==> src/rtl/cpu_run_ctrl.sv <==
// Run/step/halt controller gating a per-cycle enable into the cpu core.
// Optional watchdog stop (reason 5) is built when CPU_RUN_WDOG_EN is defined.
module cpu_run_ctrl #(
    parameter int unsigned PC_WIDTH    = 16,
    parameter int unsigned CNT_WIDTH   = 32,
    parameter int unsigned NUM_BP      = 4,
    parameter int unsigned WDOG_CYCLES = 1024
) (
    input  logic                                          CLK,
    input  logic                                          RST,
    input  logic                                          cmd_valid,
    output logic                                          cmd_ready,
    input  logic [1:0]                                    cmd_op,
    input  logic [CNT_WIDTH-1:0]                          cmd_steps,
    input  logic                                          bp_we,
    input  logic [((NUM_BP > 1) ? $clog2(NUM_BP) : 1)-1:0] bp_idx,
    input  logic [PC_WIDTH-1:0]                           bp_addr,
    input  logic                                          bp_on,
    input  logic [PC_WIDTH-1:0]                           cpu_pc,
    input  logic                                          cpu_halted,
    output logic                                          cpu_en,
    output logic                                          running,
    output logic                                          stop_pulse,
    output logic [2:0]                                    stop_reason,
    output logic [CNT_WIDTH-1:0]                          cycle_cnt
);

    localparam logic [1:0] ST_IDLE    = 2'd0;
    localparam logic [1:0] ST_RUN     = 2'd1;
    localparam logic [1:0] ST_STEP    = 2'd2;
    localparam logic [1:0] ST_STOPPED = 2'd3;

    localparam logic [1:0] OP_RUN  = 2'd0;
    localparam logic [1:0] OP_STEP = 2'd1;
    localparam logic [1:0] OP_STOP = 2'd2;
    localparam logic [1:0] OP_CLR  = 2'd3;

    localparam logic [2:0] RSN_NONE = 3'd0;
    localparam logic [2:0] RSN_HALT = 3'd1;
    localparam logic [2:0] RSN_STEP = 3'd2;
    localparam logic [2:0] RSN_BP   = 3'd3;
    localparam logic [2:0] RSN_HOST = 3'd4;
    localparam logic [2:0] RSN_WDOG = 3'd5;

    logic [1:0]           state_q, state_d;
    logic [CNT_WIDTH-1:0] remaining_q, remaining_d;
    logic                 first_q, first_d;
    logic [2:0]           stop_reason_q, stop_reason_d;
    logic                 stop_pulse_q, stop_pulse_d;
    logic [CNT_WIDTH-1:0] cycle_cnt_q, cycle_cnt_d;
    logic [PC_WIDTH-1:0]  bp_addr_q [NUM_BP];
    logic [NUM_BP-1:0]    bp_on_q;

    logic       active_c;
    logic       host_stop_c;
    logic       bp_match_c;
    logic       bp_hit_c;
    logic       wdog_hit_c;
    logic       stop_hit_c;
    logic [2:0] stop_code_c;

    assign active_c    = (state_q == ST_RUN) || (state_q == ST_STEP);
    assign host_stop_c = active_c && cmd_valid && (cmd_op == OP_STOP);

    // Breakpoint compare against registered slots, so a same-cycle write applies next cycle.
    always_comb begin
        bp_match_c = 1'b0;
        for (int i = 0; i < NUM_BP; i++) begin
            if (bp_on_q[i] && (bp_addr_q[i] == cpu_pc)) begin
                bp_match_c = 1'b1;
            end
        end
    end

    assign bp_hit_c = active_c && !first_q && bp_match_c;

`ifdef CPU_RUN_WDOG_EN
    localparam int unsigned WDOG_W = $clog2(WDOG_CYCLES + 1);

    logic [WDOG_W-1:0] wdog_q, wdog_d;

    assign wdog_hit_c = active_c && (wdog_q == WDOG_W'(WDOG_CYCLES));

    always_comb begin
        wdog_d = wdog_q;
        if (!active_c) begin
            wdog_d = '0;
        end else if (cpu_en) begin
            wdog_d = wdog_q + WDOG_W'(1);
        end
    end

    always_ff @(posedge CLK or posedge RST) begin
        if (RST) begin
            wdog_q <= '0;
        end else begin
            wdog_q <= wdog_d;
        end
    end
`else
    assign wdog_hit_c = 1'b0;
`endif

    // Stop priority: host > halt > breakpoint > watchdog; step_done handled separately.
    always_comb begin
        stop_hit_c  = 1'b1;
        stop_code_c = RSN_NONE;
        if (host_stop_c) begin
            stop_code_c = RSN_HOST;
        end else if (active_c && cpu_halted) begin
            stop_code_c = RSN_HALT;
        end else if (bp_hit_c) begin
            stop_code_c = RSN_BP;
        end else if (wdog_hit_c) begin
            stop_code_c = RSN_WDOG;
        end else begin
            stop_hit_c = 1'b0;
        end
    end

    assign cpu_en = active_c && !stop_hit_c;

    always_comb begin
        state_d       = state_q;
        remaining_d   = remaining_q;
        first_d       = first_q;
        stop_reason_d = stop_reason_q;
        stop_pulse_d  = 1'b0;
        cycle_cnt_d   = cycle_cnt_q;

        if (cpu_en && (cycle_cnt_q != '1)) begin
            cycle_cnt_d = cycle_cnt_q + CNT_WIDTH'(1);
        end

        case (state_q)
            ST_RUN, ST_STEP: begin
                first_d = 1'b0;
                if (stop_hit_c) begin
                    state_d       = ST_STOPPED;
                    stop_reason_d = stop_code_c;
                    stop_pulse_d  = 1'b1;
                end else if (state_q == ST_STEP) begin
                    if (remaining_q == CNT_WIDTH'(1)) begin
                        state_d       = ST_STOPPED;
                        stop_reason_d = RSN_STEP;
                        stop_pulse_d  = 1'b1;
                    end else begin
                        remaining_d = remaining_q - CNT_WIDTH'(1);
                    end
                end
            end
            default: begin
                if (cmd_valid) begin
                    case (cmd_op)
                        OP_RUN, OP_STEP: begin
                            if (cpu_halted) begin
                                state_d       = ST_STOPPED;
                                stop_reason_d = RSN_HALT;
                                stop_pulse_d  = 1'b1;
                            end else begin
                                state_d       = (cmd_op == OP_RUN) ? ST_RUN : ST_STEP;
                                stop_reason_d = RSN_NONE;
                                first_d       = 1'b1;
                                remaining_d   = (cmd_steps == '0) ? CNT_WIDTH'(1) : cmd_steps;
                            end
                        end
                        OP_CLR: cycle_cnt_d = '0;
                        default: ;
                    endcase
                end
            end
        endcase
    end

    always_ff @(posedge CLK or posedge RST) begin
        if (RST) begin
            state_q       <= ST_IDLE;
            remaining_q   <= '0;
            first_q       <= 1'b0;
            stop_reason_q <= RSN_NONE;
            stop_pulse_q  <= 1'b0;
            cycle_cnt_q   <= '0;
        end else begin
            state_q       <= state_d;
            remaining_q   <= remaining_d;
            first_q       <= first_d;
            stop_reason_q <= stop_reason_d;
            stop_pulse_q  <= stop_pulse_d;
            cycle_cnt_q   <= cycle_cnt_d;
        end
    end

    // Breakpoint slot table; writes accepted in any state.
    always_ff @(posedge CLK or posedge RST) begin
        if (RST) begin
            bp_on_q <= '0;
            for (int i = 0; i < NUM_BP; i++) begin
                bp_addr_q[i] <= '0;
            end
        end else if (bp_we && (32'(bp_idx) < NUM_BP)) begin
            bp_on_q[bp_idx]   <= bp_on;
            bp_addr_q[bp_idx] <= bp_addr;
        end
    end

    assign cmd_ready   = !active_c;
    assign running     = active_c;
    assign stop_pulse  = stop_pulse_q;
    assign stop_reason = stop_reason_q;
    assign cycle_cnt   = cycle_cnt_q;

endmodule
==> config.mk <==
export PLATFORM = sky130hd
export DESIGN_NAME = cpu_run_ctrl
export DESIGN_NICKNAME = d
export VERILOG_FILES = /design/src/rtl/cpu_run_ctrl.sv
export SDC_FILE = /design/constraint.sdc
export NUM_CORES = 1
export LEC_CHECK = 0
export BUFFER_PORTS_ARGS = -buffer_cell sky130_fd_sc_hd__buf_4
export CORE_ASPECT_RATIO = 1.2
export CORE_MARGIN = 2
export CORE_UTILIZATION = 40
export DETAILED_ROUTE_END_ITERATION = 7
export GPL_TIMING_DRIVEN = 0
export PLACE_DENSITY_LB_ADDON = 0.05
export SYNTH_ARGS = -nofsm -noshare
export SYNTH_HDL_FRONTEND = slang
export SYNTH_SLANG_ARGS = --single-unit
==> constraint.sdc <==
create_clock -name CLK -period 10.95 [get_ports CLK]
set_input_delay 1.095 -clock CLK [delete_from_list [all_inputs] [get_ports CLK]]
set_output_delay 1.095 -clock CLK [all_outputs]
set_load 0.03 [all_outputs]
# After elaboration in Yosys (flattened, before gate mapping)
# Cells that the tools add are included.
# W data, S select, Z words.
[classes]
n_reduce_logical = 26
n_eq_ne = 17
mux = 54
bitwise = 1
order_cmp = 4
add_sub_neg = 2
[ops]
columns = ["op", "n"]
rows = [
  ["$mux W32", 12],
  ["$bwmux W64", 1],
  ["$eq A16 B16 Y1", 4],
  ["$add A32 B1 Y32 const B", 1],
  ["$demux W16 S2", 1],
  ["$eq A32 B1 Y1 const B", 1],
  ["$logic_not A32 Y1", 1],
  ["$ne A32 B32 Y1 const B", 1],
  ["$sub A32 B1 Y32 const B", 1],
  ["$mux W3", 7],
  ["$mux W1", 20],
  ["$mux W2", 10],
  ["$mux W16", 1],
  ["$logic_and A1 B1 Y1", 13],
  ["$eq A2 B2 Y1 const B", 3],
  ["$ne A2 B2 Y1 const B", 3],
  ["$ne A3 B3 Y1 const B", 2],
  ["$reduce_and A6 Y1", 1],
  ["$bwmux W4", 1],
  ["$eq A2 B1 Y1 const B", 2],
  ["$reduce_and A4 Y1", 1],
  ["$reduce_bool A2 Y1", 2],
  ["$reduce_or A2 Y1", 2],
  ["$ge A3 B3 Y1 const B", 1],
  ["10 further kinds", 12],
]
[totals]
regBits = 139
input_bits = 74
word_cells = 115
output_inout_bits = 39

# Logic depth before layout (Yosys ltp)
# Gate-level depths: netlist of the first run.
[depth]
depth_word = 17
depth_mapped = 11
ltp_nobuf = 8

# Worst setup path after synthesis of the first run
# Ideal clock, no wire load.
[synth_timing]
path_type = "input port to output port"
startpoint = "input cpu_pc[5]"
endpoint = "output cpu_en"
path_buffers = 3
arrival_time_ns = 2.647
required_ns = 9.855
cell_stages = 9
setup_slack_ns = 7.208
cell_sequence = "xor2_1 > nor4_1 > nand3_1 > o22ai_1 > o21a_1 > buf_2 > buf_2 > buf_2 > nor2_1"
[synth_between]
elab_chain_cells = 12
word_cells_on_any_way = 18
cone_classes = "eq/ne: 4; mux: 7; reduce/logical: 7"
[synth_lines]
columns = ["item", "line_no", "source"]
rows = [
  ["start: declaration", "19", "input logic [PC_WIDTH-1:0] cpu_pc,"],
  ["$eq A16 B16 Y1", "69", "if (bp_on_q[i] && (bp_addr_q[i] == cpu_pc)) begin"],
  ["$logic_and A1 B1 Y1", "69", ""],
  ["$mux W1 (3 in a row)", "69", ""],
  ["$mux W1 (*)", "69", ""],
  ["$logic_and A1 B1 Y1 (*)", "75", "assign bp_hit_c = active_c && !first_q && bp_match_c;"],
  ["$mux W1 (*)", "112", "end else if (bp_hit_c) begin"],
  ["$mux W1 (*)", "110", "end else if (active_c && cpu_halted) begin"],
  ["$mux W1 (*)", "108", "if (host_stop_c) begin"],
  ["$logic_not A1 Y1 (*)", "121", "assign cpu_en = active_c && !stop_hit_c;"],
  ["$logic_and A1 B1 Y1 (*)", "121", ""],
  ["end: declaration", "21", "output logic cpu_en,"],
]
# Every way passes the cells marked *; elsewhere a longest branch is shown, timed or not.

# Worst setup path after layout of the first run
[layout_timing]
startpoint = "input cpu_pc[9]"
endpoint = "output cpu_en"
# Same word-level chain as after synthesis.

==> results of run 1 <==
## layout make-up
type                    instances  area, um^2
clock inverters                15       165.2
well taps                     261       326.6
repair buffers                112       860.8
plain buffers                  45       254.0
fillers                      1872        9767
inverters                      14       57.56
multi-input cells             561        4144
flip-flops and latches        139        3478
clock buffers                  17       425.4
## critical path: stages
cell and delay, ns:
buf_4 0.13, xor2_1 0.18, nor4_1 0.49, nand3_1 0.14
o22ai_1 0.36, o21a_1 0.18, buf_2 0.21, buf_2 0.29
buf_2 0.29, nor2_1 0.09, buf_4 0.17
## routing by layer
| layer | global-route usage | vias up | share of wire |
|---|---|---|---|
| met5 | 0 | - | 0 |
| met4 | 0.08961 | 0 | 0.023 |
| met3 | 0.04899 | 37 | 0.049 |
| met2 | 0.3787 | 206 | 0.49 |
| met1 | 0.2834 | 3319 | 0.43 |
| li1 | - | 3139 | - |
## cell families (layout without fill, tap and decap cells)
logic type	count (synthesis)	in the layout	share of synthesized area
adders and majority gates	5	5	0.007896
buffers and inverters	59	203	0.03869
and+or+nand+nor	242	242	0.1753
AOI/OAI and AO/OA	169	169	0.1549
xor gates and xnor gates	64	64	0.07075
muxes	81	81	0.1134
DFF	139	139	0.4390
## flip-flops by register name, summed over array words and instances (netlist names)
name         count
first_q          1
stop_pulse       1
state_q          2
bp_on_q          4
cycle_cnt       32
stop_reason      3
remaining_q     32
bp_addr_q       64
## metrics by stage
step	area (um^2)	hold slack, ns
2_1_floorplan	7923	0.4594
3_3_place_gp	9082	0.4782
3_5_place_dp	9115	0.4763
4_1_cts	9706	0.4917
5_1_grt	9712	0.5266
6_report	9712	0.4915
## where the power goes
group | switching, mW | internal (mW)
Clock | 0.241 | 0.340
Sequential | 0.104 | 0.635
Combinational | 0.491 | 0.315
## worst paths after layout
| path | end | slack (ns) | depth (start not counted) |
|---|---|---|---|
| worst max-delay path | cpu_en | 6.22 | 11 |
| worst min-delay path | remaining_q[12] | 0.49 | 2 |
| worst max register to register | remaining_q[13] | 8.00 | 10 |
| worst min register to register | remaining_q[12] | 0.49 | 2 |
| max in group asynchronous | cycle_cnt[16] | 9.39 | 3 |
| min in group asynchronous | remaining_q[10] | 0.75 | 2 |
## cells in the final DEF (no fill, tap or decap), drive strengths merged, types with 2 or more instances in the layout
cell type,Yosys,final
nor2,47,47
o21a,4,4
o41ai,32,32
clkinvlp,0,3
mux2,70,70
a31oi,6,6
nand3b,3,3
o211ai,6,6
or3,8,8
mux2i,11,11
xor2,59,59
and4,3,3
nand2,33,33
a21oi,41,41
xnor2,5,5
nor3,27,27
clkbuf,25,42
nand3,27,27
o21ai,38,38
buf,20,132
or2,3,3
o31ai,14,14
and3,8,8
a32oi,6,6
inv,14,19
a21o,2,2
nor3b,2,2
ha,5,5
and2,2,2
dfrtp,139,139
a22oi,15,15
bufinv,0,2
nand2b,6,6
or4,21,21
nor4,31,31
nand4,17,17
clkinv,0,5
o22ai,3,3
==> results.sh, run 1 <==
export IMPL_htreeDepth=4
export IMPL_portBuffers=111
export IMPL_syn_nets=838
export IMPL_drc=0
export IMPL_synth_avg_cell_area_um2=10.44
export IMPL_final_period_utilization=0.4323
export IMPL_fin_crit_ns=4.733
export IMPL_start_kind="input port"
export IMPL_ios=113
export IMPL_skew_ns=0.01341
export IMPL_vias_per_cell=5.757
export IMPL_synth_cell_types=59
export IMPL_drv_slew=0
export IMPL_grt_usage=0.2252
export IMPL_worstPathArrival_ns=3.64
export IMPL_core_region_area_um2=19480
export IMPL_hp_class="flop to flop"
export IMPL_drive_gt1_frac=0.3101
export IMPL_post_synth_top_area_cell="dfrtp_1"
export IMPL_yosysWarnings=0
export IMPL_grt_remaining_overflow=0
export IMPL_finalWorstSetupSlack_ns=6.217
export IMPL_reg2reg_from="bp_addr_q[9]"
export IMPL_numClockSinks=139
export IMPL_ys_flop_type="dfrtp_1"
export IMPL_synthCells=759
export IMPL_finalSetupViolCount=0
export IMPL_crit_start="cpu_pc[9]"
export IMPL_outcome="finished, final reports clean"
export IMPL_cp_max_fo=10
export IMPL_drtIter0Drc=401
export IMPL_postRouteAntennaNets=0
export IMPL_antenna_found_initial=0
export IMPL_synthTopCellsByArea="dfrtp_1, mux2_2, xor2_1, o41ai_1, o21ai_2"
export IMPL_post_synth_top_area_fraction=0.4390
export IMPL_yosys_register_bits=139
export IMPL_wl_per_cell_um=19.79
export IMPL_dpl_cell_count=1132
export IMPL_route_vias_total=6701
export IMPL_fin_util=0.4986
export IMPL_worst_setup_path_type="input port to primary output"
export IMPL_dr_pass1_iters=5
export IMPL_start_util=0.4067
export IMPL_fin_nets=969
export IMPL_grt_pass1_wl_um=36920
export IMPL_synth_edff_count=0
export IMPL_power_density_nw_per_um2=218.9
export IMPL_rows=56
export IMPL_cts_resized_gates=0
export IMPL_finalPower_mw=2.125
export IMPL_hold_viol_final=0
export IMPL_yosysMostFrequentCell="dfrtp_1"
export IMPL_cts_tree="done"
export IMPL_gp_congestion=0.8704
export IMPL_cts_made_buffers=17
export IMPL_crit_path_end_kind="primary output"
export IMPL_netlist_area_um2=7923
export IMPL_dieHeight_um=158.2
export IMPL_ir_drop_v=0.0001429
export IMPL_cts_buffer_depth=2
export IMPL_synthArstFlopShare=1.000
export IMPL_postCtsSetupRepairBufs=0
export IMPL_ys_seq_area_frac=0.4390
export IMPL_grt_pass1_vias=7015
export IMPL_power_leakage_nw=4.116
export IMPL_rsz0062_at_grt="false"
export IMPL_cts_root_buf="clkbuf_16"
export IMPL_syn2layout_area_growth_pct=22.58
export IMPL_clk_latency_ns=0.42
export IMPL_tightest_slew_ns=1.313
export IMPL_max_cap_viol_count=0
export IMPL_place_hpwl_um=16890
export IMPL_routed_wl_um=23040
export IMPL_relSlewSlack=0.1228
export IMPL_grt_max_degree=80
export IMPL_path_clk_slew_ns=0.06
export IMPL_die_w_um=132.5
export IMPL_crit_required_ns=9.86
export IMPL_hp_start="remaining_q[12]"
export IMPL_pre_cts_ws_ns=6.235
export IMPL_hold_buffers=0
export IMPL_fmax_mhz=211.3
export IMPL_yosys_top_cells_count="dfrtp_1, mux2_2, xor2_1"
export IMPL_setup_tns_final_ns=0
export IMPL_final_cells=1164
export IMPL_die_area_um2=20950
export IMPL_diodes=0
Power figures use the tool's default switching activity.
==> run 2, diff against run 1 <==
==> constraint.sdc (replaced) <==
create_clock -name CLK -period 4 [get_ports CLK]
set_input_delay 0.4 -clock CLK [delete_from_list [all_inputs] [get_ports CLK]]
set_output_delay 0.4 -clock CLK [all_outputs]
set_load 0.03 [all_outputs]
==> run 2 against run 1 <==
Net effect: clock power grew to 2.8 times the previous value; via count is 0.10% higher; sequential share of layout area is 0.17 points lower; sequential power grew to 2.7 times the previous value; cell area is 0.49% higher; clock-buffer cell count is 1 higher; total power grew to 2.7 times the previous value; hold slack worse by 0.33 ns; wire length is 0.52% lower; register-to-register slack worse by 6.9 ns; clock skew is 0.0018 ns lower; global-route usage is 0.15 points higher; critical endpoint unchanged.
==> results.sh, run 2 (synthesized netlist as in run 1, its figures left out) <==
export IMPL_die_area_um2=20950
export IMPL_path_clk_slew_ns=0.07
export IMPL_largest_register_ffs=64
export IMPL_diodes=0
export IMPL_worst_setup_path_type="flop to primary output"
export IMPL_worstPathArrival_ns=3.15
export IMPL_wl_per_cell_um=19.66
export IMPL_fmax_mhz=281.6
export IMPL_seq_power_share=0.345
export IMPL_drc=0
export IMPL_cts_buffer_depth=2
export IMPL_max_stage_delay_ns=0.41
export IMPL_top_register="bp_addr_q"
export IMPL_grt_usage=0.2266
export IMPL_r2r_end="cycle_cnt[25]"
export IMPL_critPathMostFrequentCell="buf_2"
export IMPL_drv_slew=0
export IMPL_reg2reg_from="state_q[0]"
export IMPL_routed_top_layer="met4"
export IMPL_power_density_nw_per_um2=598.2
export IMPL_reg2reg_slack_ns=1.12
export IMPL_core_region_area_um2=19480
export IMPL_cp_max_fo=10
export IMPL_fin_crit_ns=3.551
export IMPL_drtIter0Drc=284
export IMPL_outcome="finished, final reports clean"
export IMPL_power_leakage_nw=4.129
export IMPL_syn2layout_area_growth_pct=23.18
export IMPL_crit_start="bp_addr_q[13]"
export IMPL_grt_max_degree=40
export IMPL_cts_tree="done"
export IMPL_hold_viol_final=0
export IMPL_max_cap_viol_count=0
export IMPL_rsz0062_at_grt="false"
export IMPL_start_kind="flop"
export IMPL_grt_pass1_vias=6863
export IMPL_relSlewSlack=0.1194
export IMPL_finalSetupViolCount=0
export IMPL_wl_met1_um=9849
export IMPL_fillers=1904
export IMPL_routed_wl_um=22920
export IMPL_die_w_um=132.5
export IMPL_ios=113
export IMPL_vias_per_cell=5.753
export IMPL_fin_util=0.5010
export IMPL_switchingPower_mw=2.287
export IMPL_cts_resized_gates=0
export IMPL_crit_path_end_kind="primary output"
export IMPL_fin_nets=971
export IMPL_hp_class="input port to async pin"
export IMPL_cts_root_buf="clkbuf_16"
export IMPL_numClockSinks=139
export IMPL_mostFrequentLayoutCells="dfrtp_1, buf_4, mux2_2, xor2_1, nor2_1"
export IMPL_setup_tns_final_ns=0
export IMPL_switching_share=0.3916
export IMPL_start_util=0.4067
export IMPL_tightest_slew_ns=1.318
export IMPL_portBuffers=111
export IMPL_grt_pass1_wl_um=37050
export IMPL_crit_required_ns=3.60
export IMPL_clock_power_share=0.276
export IMPL_worstPathCellList="xor2_1, nor4_1, nand3_1, o22ai_1, o21a_1, buf_2, buf_2, buf_2, nor2_1, buf_4"
export IMPL_clk_latency_ns=0.43
export IMPL_ir_drop_v=0.0004254
export IMPL_cpMaxStageDelayCell="nor4_1"
export IMPL_pwr_share_comb=0.379
export IMPL_skew_ns=0.01161
export IMPL_dr_wl_met2_um=11630
export IMPL_postCtsSetupRepairBufs=0
export IMPL_htreeDepth=4
export IMPL_postRouteAntennaNets=0
export IMPL_dr_pass1_iters=5
export IMPL_dieHeight_um=158.2
export IMPL_rows=56
export IMPL_rr_worst_depth=9
export IMPL_cts_made_buffers=17
export IMPL_final_common_cell="dfrtp_1"
export IMPL_drive_gt1_frac=0.3127
export IMPL_hold_buffers=0
export IMPL_gp_congestion=0.8369
export IMPL_grt_remaining_overflow=0
export IMPL_critPathCapture="cpu_en"
export IMPL_route_met3_wl_um=1012
export IMPL_antenna_found_initial=0
export IMPL_power_internal_mw=3.552
export IMPL_route_vias_total=6708
export IMPL_final_period_utilization=0.8877
export IMPL_place_hpwl_um=17110
[run 2: changes by cell type in the layout (fill, tap and decap cells not counted), sizes merged]
cell      change
buf           +2
clkbuf        +1
clkinv        -1
clkinvlp      +1
inv           -1
[run 2: cell type report]
| type | instances | area [um^2] | area share |
|---|---|---|---|
| sequential | 139 | 3478 | 0.3564 |
| tap | 261 | 326.6 | 0.03346 |
| clock buffer | 18 | 439.2 | 0.04500 |
| buffer | 45 | 254.0 | 0.02603 |
| clock inverter | 14 | 161.4 | 0.01654 |
| timing repair buffer | 114 | 893.4 | 0.09154 |
| inverter | 14 | 56.30 | 0.005769 |
| multi-input combinational | 561 | 4150 | 0.4253 |
[run 2: how the worst min path moves through the flow]
stage	startpoint	to	slack [ns]	cells after the start
2_1_floorplan	remaining_q[12]	remaining_q[12]	0.46	2
3_3_place_gp	first_q	first_q	0.48	1
3_5_place_dp	remaining_q[12]	remaining_q[12]	0.49	2
4_1_cts	RST	bp_addr_q[31]	0.19	2
5_1_grt	bp_addr[15]	bp_addr_q[47]	0.21	2
6_report	RST	bp_addr_q[15]	0.17	2
[run 2: metrics by stage]
step	hold slack (ns)	setup slack [ns]	instances	cell area [um^2]	power (mW)
2_1_floorplan	0.4594	1.356	759	7926	3.553
3_3_place_gp	0.4776	0.6391	1131	9086	4.182
3_5_place_dp	0.4907	0.6590	1134	9146	4.236
4_1_cts	0.1898	0.3557	1166	9747	5.863
5_1_grt	0.2079	0.2082	1166	9759	6.197
6_report	0.1660	0.4491	1166	9759	5.838
[run 2: power groups by stage]
| stage | sequential (mW) | combinational (mW) | clock (mW) |
|---|---|---|---|
| finish | 2.01 | 2.21 | 1.61 |
| global route | 2.05 | 2.43 | 1.71 |
| CTS | 2.00 | 2.22 | 1.64 |
| detailed placement | 2.03 | 2.21 | 0 |
| global placement | 2.02 | 2.17 | 0 |
| floorplan | 2.02 | 1.53 | 0 |
[run 2: metal layers]
layer,track usage,vias up
met5,0,-
met4,0.07476,0
met3,0.04131,35
met2,0.3881,206
met1,0.2907,3307
li1,-,3160
[run 2: critical path, delay by kind of cell (launching register included)]
| family | cells | cell delay [ns] |
|---|---|---|
| compound gates | 2 | 0.51 |
| xor+xnor | 1 | 0.17 |
| buf+inv | 4 | 0.97 |
| flops | 1 | 0.40 |
| simple gates | 3 | 0.65 |
==> run 3, diff against run 2 <==
--- a/config.mk
+++ b/config.mk
@@ -5,11 +5,12 @@
 export SDC_FILE = /design/constraint.sdc
 export NUM_CORES = 1
 export LEC_CHECK = 0
-export BUFFER_PORTS_ARGS = -buffer_cell sky130_fd_sc_hd__buf_4
+export ABC_CLOCK_PERIOD_IN_PS = 4000
 export CORE_ASPECT_RATIO = 1.2
 export CORE_MARGIN = 2
 export CORE_UTILIZATION = 40
 export DETAILED_ROUTE_END_ITERATION = 7
+export DONT_BUFFER_PORTS = 1
 export GPL_TIMING_DRIVEN = 0
 export PLACE_DENSITY_LB_ADDON = 0.05
 export SYNTH_ARGS = -nofsm -noshare
==> run 3 against run 2 <==
Net effect: via count is 6.3% lower; clock-buffer cell count is 1 lower; sequential power is 3% higher; non-clock buffer count is 109 lower; cell area is 8.2% lower; highest routed layer unchanged; utilization is 4.1 points lower; setup slack worse by 0.036 ns; die area stayed put; cell count is 9.3% lower; sequential share of layout area is 3.2 points higher; fmax is 1.0% lower.
==> results.sh, run 3 (synthesized netlist as in run 1, its figures left out) <==
export IMPL_outcome="finished, final reports clean"
export IMPL_drtIter0Drc=319
export IMPL_final_cells=1057
export IMPL_hold_viol_final=0
export IMPL_drive_gt1_frac=0.2173
export IMPL_postCtsSetupRepairBufs=0
export IMPL_holdWs_ns=0.1126
export IMPL_pwr_share_comb=0.349
export IMPL_cts_tree="done"
export IMPL_wl_per_cell_um=21.82
export IMPL_final_period_utilization=0.8967
export IMPL_cp_max_fo=10
export IMPL_min_to="bp_addr_q[24]"
export IMPL_cts_resized_gates=0
export IMPL_path_clk_slew_ns=0.07
export IMPL_mostFrequentLayoutCells="dfrtp_1, mux2_2, xor2_1, nor2_1, a21oi_1"
export IMPL_numClockSinks=139
export IMPL_clock_power_share=0.286
export IMPL_skew_ns=0.007553
export IMPL_power_leakage_nw=3.590
export IMPL_grt_pass1_wl_um=36390
export IMPL_ir_drop_v=0.0003140
export IMPL_dr_pass1_iters=5
export IMPL_grt_remaining_overflow=0
export IMPL_diodes=0
export IMPL_drv_slew=0
export IMPL_hold_buffers=1
export IMPL_htreeDepth=4
export IMPL_die_area_um2=20950
export IMPL_place_hpwl_um=17080
export IMPL_critPathMostFrequentCell="buf_2"
export IMPL_cpMaxStageDelayCell="nor4_1"
export IMPL_worstPathCellList="xor2_1, nor4_1, nand3_1, o22ai_1, o21a_1, buf_2, buf_2, buf_2, nor2_1"
export IMPL_drc=0
export IMPL_route_vias_total=6286
export IMPL_path_buf_inv=3
export IMPL_antenna_found_initial=0
export IMPL_die_w_um=132.5
export IMPL_grt_pass1_vias=6561
export IMPL_start_kind="flop"
export IMPL_cts_buffer_depth=2
export IMPL_cp_top_family="simple AND/OR/NAND/NOR gates"
export IMPL_final_common_cell="dfrtp_1"
export IMPL_fin_util=0.4600
export IMPL_finalSetupViolCount=0
export IMPL_dpl_cell_count=1024
export IMPL_rows=56
export IMPL_reg2reg_slack_ns=0.88
export IMPL_finalPower_mw=5.717
export IMPL_largest_register_ffs=64
export IMPL_power_density_nw_per_um2=638.0
export IMPL_top_register="bp_addr_q"
export IMPL_finalWorstSetupSlack_ns=0.4132
export IMPL_cts_made_buffers=17
export IMPL_pre_cts_ws_ns=0.7483
export IMPL_max_stage_delay_ns=0.58
export IMPL_seq_power_share=0.364
export IMPL_hold_depth=1
export IMPL_tightest_slew_ns=1.341
export IMPL_grt_usage=0.2248
export IMPL_routed_wl_um=23060
export IMPL_final_area_um2=8961
export IMPL_start_util=0.4067
export IMPL_fin_nets=862
export IMPL_power_internal_mw=3.440
export IMPL_relSlewSlack=0.1040
export IMPL_hp_class="input port to flop"
export IMPL_vias_per_cell=5.947
export IMPL_cts_root_buf="clkbuf_16"
export IMPL_switching_share=0.3984
export IMPL_rr_worst_depth=8
export IMPL_syn2layout_area_growth_pct=13.11
export IMPL_fin_crit_ns=3.587
export IMPL_max_cap_viol_count=0
export IMPL_core_region_area_um2=19480
export IMPL_clk_latency_ns=0.43
export IMPL_dpl_cell_area_um2=8333
export IMPL_rsz0062_at_grt="false"
export IMPL_ios=113
export IMPL_r2r_end="cycle_cnt[26]"
export IMPL_postRouteAntennaNets=0
export IMPL_crit_path_end_kind="primary output"
export IMPL_fmax_mhz=278.8
export IMPL_reg2reg_from="state_q[0]"
export IMPL_crit_start="bp_addr_q[21]"
export IMPL_hp_start="bp_addr[8]"
export IMPL_switchingPower_mw=2.278
export IMPL_setup_tns_final_ns=0
export IMPL_worst_setup_path_type="flop to primary output"
export IMPL_dieHeight_um=158.2
export IMPL_grt_max_degree=36
export IMPL_worstPathArrival_ns=3.19
export IMPL_portBuffers=0
export IMPL_gp_congestion=0.7965
export IMPL_crit_required_ns=3.60
## run 3: cell count changes in the layout (fill, tap and decap cells not counted)
cell,before,now
buf_12,6,7
buf_4,114,3
clkbuf_8,1,0
clkinv_4,4,2
clkinv_8,0,1
dlygate4sd3_1,0,1
inv_6,5,6
inv_8,0,1
## run 3: worst max-delay path by stage
stage / to / slack (ns) / depth (start not counted)
4_1_cts: cpu_en / 0.32 / 9
6_report: cpu_en / 0.41 / 9
5_1_grt: cpu_en / 0.13 / 9
2_1_floorplan: cycle_cnt[26] / 1.36 / 8
3_5_place_dp: cpu_en / 0.75 / 9
3_3_place_gp: cpu_en / 0.73 / 9
## run 3: cell type report
cell class	instances	area [um^2]
clock buffer	17	425.4
tap	261	326.6
inverter	14	56.30
timing repair buffer	5	90.09
clock inverter	15	180.2
sequential	139	3478
multi-input combinational	561	4150
fill	1913	10520
buffer	45	254.0
## run 3: power by group through the flow
stage / clock network [mW] / logic [mW] / registers, mW
2_1_floorplan: 0 / 1.53 / 2.02
3_3_place_gp: 0 / 1.94 / 2.08
3_5_place_dp: 0 / 1.99 / 2.10
4_1_cts: 1.67 / 2.00 / 2.07
5_1_grt: 1.74 / 2.19 / 2.12
6_report: 1.64 / 2.00 / 2.08
## run 3: metal layers
layer | up-vias | part of all wire | wire length [um] | GRT usage
met5 | - | 0 | 0 | 0
met3 | 37 | 0.058 | 1328 | 0.06084
met1 | 3139 | 0.42 | 9706 | 0.2755
li1 | 2923 | - | - | -
met4 | 0 | 0.021 | 492 | 0.07629
met2 | 187 | 0.50 | 11530 | 0.3842
## run 3: worst register-to-register path, stage by stage, from the launching register on
cell and delay [ns]:
dfrtp_1 0.35, inv_1 0.06, ha_1 0.47, clkbuf_1 0.30, inv_1 0.48, nand3_1 0.31, or4_1 0.60, or4_1 0.41
nand2_1 0.08
